File: config.mk
export PLATFORM = sky130hd
export DESIGN_NAME = player_action_ctrl
export DESIGN_NICKNAME = d
export VERILOG_FILES = /design/src/rtl/player_pkg.sv /design/src/rtl/action_timer.sv /design/src/rtl/player_action_ctrl.sv
export SDC_FILE = /design/constraint.sdc
export NUM_CORES = 1
export LEC_CHECK = 0
export BUFFER_PORTS_ARGS = -buffer_cell sky130_fd_sc_hd__buf_2
export CORE_MARGIN = 2
export CORE_UTILIZATION = 58
export DETAILED_ROUTE_END_ITERATION = 8
export MAX_ROUTING_LAYER = met4
export PLACE_DENSITY = 0.81
export SLEW_MARGIN = 5
export SYNTH_ARGS = -nofsm -noshare
export SYNTH_HDL_FRONTEND = slang
export SYNTH_HIERARCHICAL = 1
export SYNTH_SLANG_ARGS = --single-unit
File: constraint.sdc
create_clock -name Clk -period 2.8 [get_ports Clk]
set_input_delay 0.56 -clock Clk [delete_from_list [all_inputs] [get_ports Clk]]
set_output_delay 0.56 -clock Clk [all_outputs]
set_load 0.02 [all_outputs]
File: src/rtl/player_pkg.sv
// Shared types and default constants for the player action controller.
package player_pkg;

    typedef enum logic [1:0] {
        ST_IDLE   = 2'd0,
        ST_CROUCH = 2'd1,
        ST_JUMP   = 2'd2,
        ST_DEAD   = 2'd3
    } state_t;

    localparam int DEF_PUNCH_FRAMES    = 8;
    localparam int DEF_JUMP_FRAMES     = 16;
    localparam int DEF_COOLDOWN_FRAMES = 4;
    localparam int DEF_MAX_HEALTH      = 3;

    // Bit positions inside the packed key vector {punch, jump, crouch, left, right}.
    localparam int KEY_PUNCH  = 4;
    localparam int KEY_JUMP   = 3;
    localparam int KEY_CROUCH = 2;
    localparam int KEY_LEFT   = 1;
    localparam int KEY_RIGHT  = 0;

    // A frame count of zero would make an action invisible, so it behaves as one.
    function automatic int eff_frames(input int frames);
        return (frames < 1) ? 1 : frames;
    endfunction

    // Counter width able to hold the effective frame count.
    function automatic int cnt_width(input int frames);
        return $clog2(eff_frames(frames) + 1);
    endfunction

endpackage

File: src/rtl/action_timer.sv
// Load / decrement-on-tick down-counter with a last-tick flag.
// Priority: clear, then load, then decrement. count_next is exposed so the
// parent can register flags that follow the counter in the same cycle.
module action_timer #(
    parameter int WIDTH = 4
) (
    input  logic             clk,
    input  logic             reset,
    input  logic             tick,
    input  logic             load,
    input  logic             clear,
    input  logic [WIDTH-1:0] load_value,
    output logic [WIDTH-1:0] count,
    output logic [WIDTH-1:0] count_next,
    output logic             last
);

    // Next count: clear wins over load, load wins over a tick decrement.
    always_comb begin
        count_next = count;
        if (clear) begin
            count_next = '0;
        end else if (load) begin
            count_next = load_value;
        end else if (tick && (count != '0)) begin
            count_next = count - WIDTH'(1);
        end
    end

    // This tick is the final one of the running interval.
    assign last = tick && (count == WIDTH'(1));

    // Counter register.
    always_ff @(posedge clk) begin
        if (reset) begin
            count <= '0;
        end else begin
            count <= count_next;
        end
    end

endmodule

File: src/rtl/player_action_ctrl.sv
// Player action controller: frame-paced state machine for idle / crouch /
// jump / dead, a punch with cooldown, and health tracking driven by hit pulses.
// All outputs are flops loaded from next-state values, so they change in the
// cycle right after the event that causes them.
module player_action_ctrl
    import player_pkg::*;
#(
    parameter int PUNCH_FRAMES    = DEF_PUNCH_FRAMES,
    parameter int JUMP_FRAMES     = DEF_JUMP_FRAMES,
    parameter int COOLDOWN_FRAMES = DEF_COOLDOWN_FRAMES,
    parameter int MAX_HEALTH      = DEF_MAX_HEALTH
) (
    input  logic       Clk,
    input  logic       Reset,
    input  logic       frame_tick,
    input  logic       key_punch,
    input  logic       key_jump,
    input  logic       key_crouch,
    input  logic       key_left,
    input  logic       key_right,
    input  logic       hit,
    input  logic       restart,
    output logic       punch,
    output logic       jump,
    output logic       crouch,
    output logic       left,
    output logic       right,
    output logic       death,
    output logic [1:0] health,
    output logic       busy
);

    localparam int PW = cnt_width(PUNCH_FRAMES);
    localparam int JW = cnt_width(JUMP_FRAMES);
    localparam int CW = cnt_width(COOLDOWN_FRAMES);

    localparam logic [PW-1:0] PUNCH_LOAD  = PW'(eff_frames(PUNCH_FRAMES));
    localparam logic [JW-1:0] JUMP_LOAD   = JW'(eff_frames(JUMP_FRAMES));
    localparam logic [CW-1:0] COOL_LOAD   = CW'(eff_frames(COOLDOWN_FRAMES));
    localparam logic [1:0]    HEALTH_INIT = 2'(eff_frames(MAX_HEALTH));

    state_t      state;
    state_t      state_next;
    logic [4:0]  keys_in;
    logic [4:0]  keys_q;
    logic [4:0]  keys_next;
    logic [1:0]  health_next;
    logic        jump_edge;
    logic        punch_edge;

    logic        jump_load;
    logic        jump_clear;
    logic        punch_load;
    logic        punch_clear;
    logic        cool_load;

    logic [JW-1:0] jump_cnt;
    logic [JW-1:0] jump_cnt_next;
    logic          jump_last;
    logic [PW-1:0] punch_cnt;
    logic [PW-1:0] punch_cnt_next;
    logic          punch_last;
    logic [CW-1:0] cool_cnt;
    logic [CW-1:0] cool_cnt_next;
    logic          cool_last;
    logic          unused_timer_bits;

    logic        moving_next;

    assign keys_in    = {key_punch, key_jump, key_crouch, key_left, key_right};
    assign jump_edge  = keys_in[KEY_JUMP]  & ~keys_q[KEY_JUMP];
    assign punch_edge = keys_in[KEY_PUNCH] & ~keys_q[KEY_PUNCH];

    // Only part of each timer's outputs is needed for jump and cooldown.
    assign unused_timer_bits = ^{jump_cnt, jump_cnt_next, cool_cnt_next, cool_last};

    action_timer #(.WIDTH(JW)) u_jump_timer (
        .clk        (Clk),
        .reset      (Reset),
        .tick       (frame_tick),
        .load       (jump_load),
        .clear      (jump_clear),
        .load_value (JUMP_LOAD),
        .count      (jump_cnt),
        .count_next (jump_cnt_next),
        .last       (jump_last)
    );

    action_timer #(.WIDTH(PW)) u_punch_timer (
        .clk        (Clk),
        .reset      (Reset),
        .tick       (frame_tick),
        .load       (punch_load),
        .clear      (punch_clear),
        .load_value (PUNCH_LOAD),
        .count      (punch_cnt),
        .count_next (punch_cnt_next),
        .last       (punch_last)
    );

    // Cooldown shares the punch clear: entering crouch or death drops both.
    action_timer #(.WIDTH(CW)) u_cool_timer (
        .clk        (Clk),
        .reset      (Reset),
        .tick       (frame_tick),
        .load       (cool_load),
        .clear      (punch_clear),
        .load_value (COOL_LOAD),
        .count      (cool_cnt),
        .count_next (cool_cnt_next),
        .last       (cool_last)
    );

    // Next state, health, key samples and timer controls. Restart and hit act
    // on any cycle; everything else advances only on a frame tick.
    always_comb begin
        state_next  = state;
        keys_next   = keys_q;
        health_next = health;
        jump_load   = 1'b0;
        jump_clear  = 1'b0;
        punch_load  = 1'b0;
        punch_clear = 1'b0;
        cool_load   = 1'b0;

        if (frame_tick) begin
            keys_next = keys_in;
        end

        if (state == ST_DEAD) begin
            if (restart) begin
                state_next  = ST_IDLE;
                health_next = HEALTH_INIT;
                keys_next   = '0;
                jump_clear  = 1'b1;
                punch_clear = 1'b1;
            end
        end else begin
            if (hit && (health != 2'd0)) begin
                health_next = health - 2'd1;
            end

            if (health_next == 2'd0) begin
                state_next  = ST_DEAD;
                jump_clear  = 1'b1;
                punch_clear = 1'b1;
            end else if (frame_tick) begin
                case (state)
                    ST_IDLE: begin
                        if (jump_edge) begin
                            state_next = ST_JUMP;
                            jump_load  = 1'b1;
                        end else if (key_crouch) begin
                            state_next = ST_CROUCH;
                        end
                    end
                    ST_JUMP: begin
                        if (jump_last) begin
                            state_next = key_crouch ? ST_CROUCH : ST_IDLE;
                        end
                    end
                    ST_CROUCH: begin
                        if (!key_crouch) begin
                            state_next = ST_IDLE;
                        end
                    end
                    default: begin
                        state_next = state;
                    end
                endcase

                if ((state != ST_CROUCH) && punch_edge &&
                    (punch_cnt == '0) && (cool_cnt == '0)) begin
                    punch_load = 1'b1;
                end
                if (punch_last) begin
                    cool_load = 1'b1;
                end
                if (state_next == ST_CROUCH) begin
                    punch_clear = 1'b1;
                end
            end
        end
    end

    assign moving_next = (state_next == ST_IDLE) || (state_next == ST_JUMP);

    // State register.
    always_ff @(posedge Clk) begin
        if (Reset) begin
            state <= ST_IDLE;
        end else begin
            state <= state_next;
        end
    end

    // Health, key samples and registered action flags.
    always_ff @(posedge Clk) begin
        if (Reset) begin
            health <= HEALTH_INIT;
            keys_q <= '0;
            punch  <= 1'b0;
            jump   <= 1'b0;
            crouch <= 1'b0;
            left   <= 1'b0;
            right  <= 1'b0;
            death  <= 1'b0;
            busy   <= 1'b0;
        end else begin
            health <= health_next;
            keys_q <= keys_next;
            punch  <= (punch_cnt_next != '0);
            jump   <= (state_next == ST_JUMP);
            crouch <= (state_next == ST_CROUCH);
            left   <= keys_next[KEY_LEFT] & moving_next;
            right  <= keys_next[KEY_RIGHT] & moving_next;
            death  <= (state_next == ST_DEAD);
            busy   <= (state_next == ST_JUMP) || (punch_cnt_next != '0);
        end
    end

endmodule

==> summary.txt <==
Outcome
  – Status: finished clean

Finish
  – Ant diodes: 0
  – Fraction of final layout cells sized beyond drive strength 1: 0.216
  – Layout Nets: 232
  – Layout area overhead: 12.9%
  – Fill cells: 232
  – Final core occ: 0.675

Clocking
  – # Post-CTS Setup Buffers: 0
  – CTS H-tree lvls: 1
  – Clock-pin slew on the worst setup and hold paths: roughly 140 ps
  – Cts hold-fix bufs: 0
  – Worst-Skew Late Latency: roughly 330 ps
  – CTS Buffer Depth: 2
  – CTS buffer count: 3
  – Clock Sinks: 27
  – CTS tree: yes
  – Root Buffer: clkbuf_4

Power
  – Power density cells: 789 nW/um^2
  – Leak: 0.782 nW
  – Peak supply drop: a little under 0.7 mV

Worst setup path
  – Crit path max fanout: 6
  – CP startpoint kind: flop
  – Worst setup EP type: flop
  – Required @ worst endpoint: slightly above 3000 ps
  – Arrival time at the worst endpoint: 2730 ps
  – Crit Path Class: flop to flop

Drt
  – Post-route ant nets: 0
  – Vias post-DR: 1453
  – WL/cell: about 15 microns
  – Remaining DRCs: 0
  – Pre-Repair DR Iteration Count: 4
  – Drt via density: around 6.0
  – Total wire length: 3680 microns
  – First DRT Iteration DRCs: 108

Timing
  – Final Setup Violations: 0
  – Unrepaired setup endpoints after global routing: false
  – Post-layout minimum cycle time: ~2500 ps
  – Relative slew slack: 0.570
  – Final hold violation count: 0
  – Slew Limit Fails: 0
  – Worst-margin pin slew: 639 ps
  – Final TNS setup: 0 ps
  – Max Clk Rate: 400 MHz
  – Skew final: about 3.9 ps
  – Period utilisation layout: 0.893

Global routing
  – First-pass GRT wire length: approximately 6300 microns
  – GRT overflow: 0
  – Overall Global Routing Usage: 0.260
  – Largest net degree at the start of global routing: 24
  – Vias in the first global route: between 1k and 1.5k
  – Antenna violations before repair: 0

Logic synthesis
  – Mapped cell area: 1620 sq um
  – Synthesized instance count: approximately 180
  – Synth Warn #: 6
  – Avg Inst Size Synth: 8.85 sq um

Floorplanning
  – Placement Rows: 19
  – Die height: 56.9 microns
  – Die Wd: 56.9 microns
  – Initial core utilization: 0.598
  – Io pins: 19
  – Core box area: approximately 2700 sq um
  – Die ar.: 3230 sq um

Place
  – Gpl congestion: between 0.8 and 0.9
  – Port bufs: 18
  – Post-detail-place hpwl: 2820 microns

Job
  – Max-cap viol count: 0

Worst hold path
  – Hold/Removal Path Class: primary input to flop
[flip-flops by register name (all words and copies together) (netlist names)]
| register | cells |
|---|---|
| busy | 1 |
| crouch | 1 |
| death | 1 |
| health | 2 |
| jump | 1 |
| keys_q | 4 |
| left | 1 |
| punch | 1 |
| right | 1 |
| state | 2 |
| u_cool_timer/count | 3 |
| u_jump_timer/count | 5 |
| u_punch_timer/count | 4 |
[final cells by class]
cell class	count	area, sq um	area share
clock buffers	3	22.5	0.0123
clock inverters	1	5.00	0.00274
inverters	15	56.3	0.0308
multi-input cells	146	1050	0.576
flip-flops and latches	27	541	0.295
well taps	31	38.8	0.0212
repair buffers	21	113	0.0616
[worst paths after layout]
path,start,end,slack (ps),cells after the start
min,key_jump,keys_q[3],470,3
max,health[0],busy,300,10
min reg2reg,keys_q[0],right,510,2
max reg2reg,health[0],busy,300,10
[cells in the final DEF (no fill, tap or decap), types with 3 or more instances in the layout]
cell and count:
inv_1 13, nor2_1 22, buf_4 3, dfxtp_1 27
nor4_1 4, ha_1 8, a21oi_1 8, a211oi_1 3
o21ai_0 5, nor3_1 6, nor2b_1 5, buf_2 18
clkbuf_4 3, nand2_1 6, conb_1 12, mux2i_1 6
nand2b_1 3, nand3_1 4, a31oi_1 3
[worst max-delay path, stage by stage (launching register included)]
cell     delay, ps
dfxtp_1        430
inv_1          110
ha_1           220
nor2b_1        270
o31ai_1        200
nor3_2         310
nor2b_1        200
a41o_1         130
nor3_1          60
nor4_2         360
o22ai_2        110
[stage by stage]
step | hold slack (ps) | power, mW | instances | setup slack, ps | instance area (sq um)
CTS | 463 | 1.42 | 244 | 18.2 | 1810
finish | 474 | 1.44 | 244 | 299 | 1830
global placement | 470 | 1.19 | 240 | 271 | 1790
global route | 482 | 1.55 | 244 | 39.2 | 1830
floorplan | 456 | 1.08 | 193 | 284 | 1660
detailed placement | 483 | 1.25 | 240 | 46.3 | 1790
[report_power, final]
| group | switching (mW) | internal (mW) |
|---|---|---|
| logic | 0.389 | 0.336 |
| clock network | 0.115 | 0.0538 |
| registers | 0.0857 | 0.464 |
| total | 0.589 | 0.854 |
[per-layer routing]
layer  share of wire  GRT usage  vias to the layer above
li1                -          -                      715
met1            0.42      0.309                      688
met2            0.52      0.434                       42
met3           0.042     0.0507                        8
met4           0.020     0.0997                        0
met5               0          -                        -
[what timing repair did]
| item | CTS | global route |
|---|---|---|
| resized for setup | 0 | 3 |
| hold endpoints to repair | 0 | 0 |
| endpoints found under the setup margin | 0 | 6 |
Note: power is estimated with default switching activity, not from simulation.
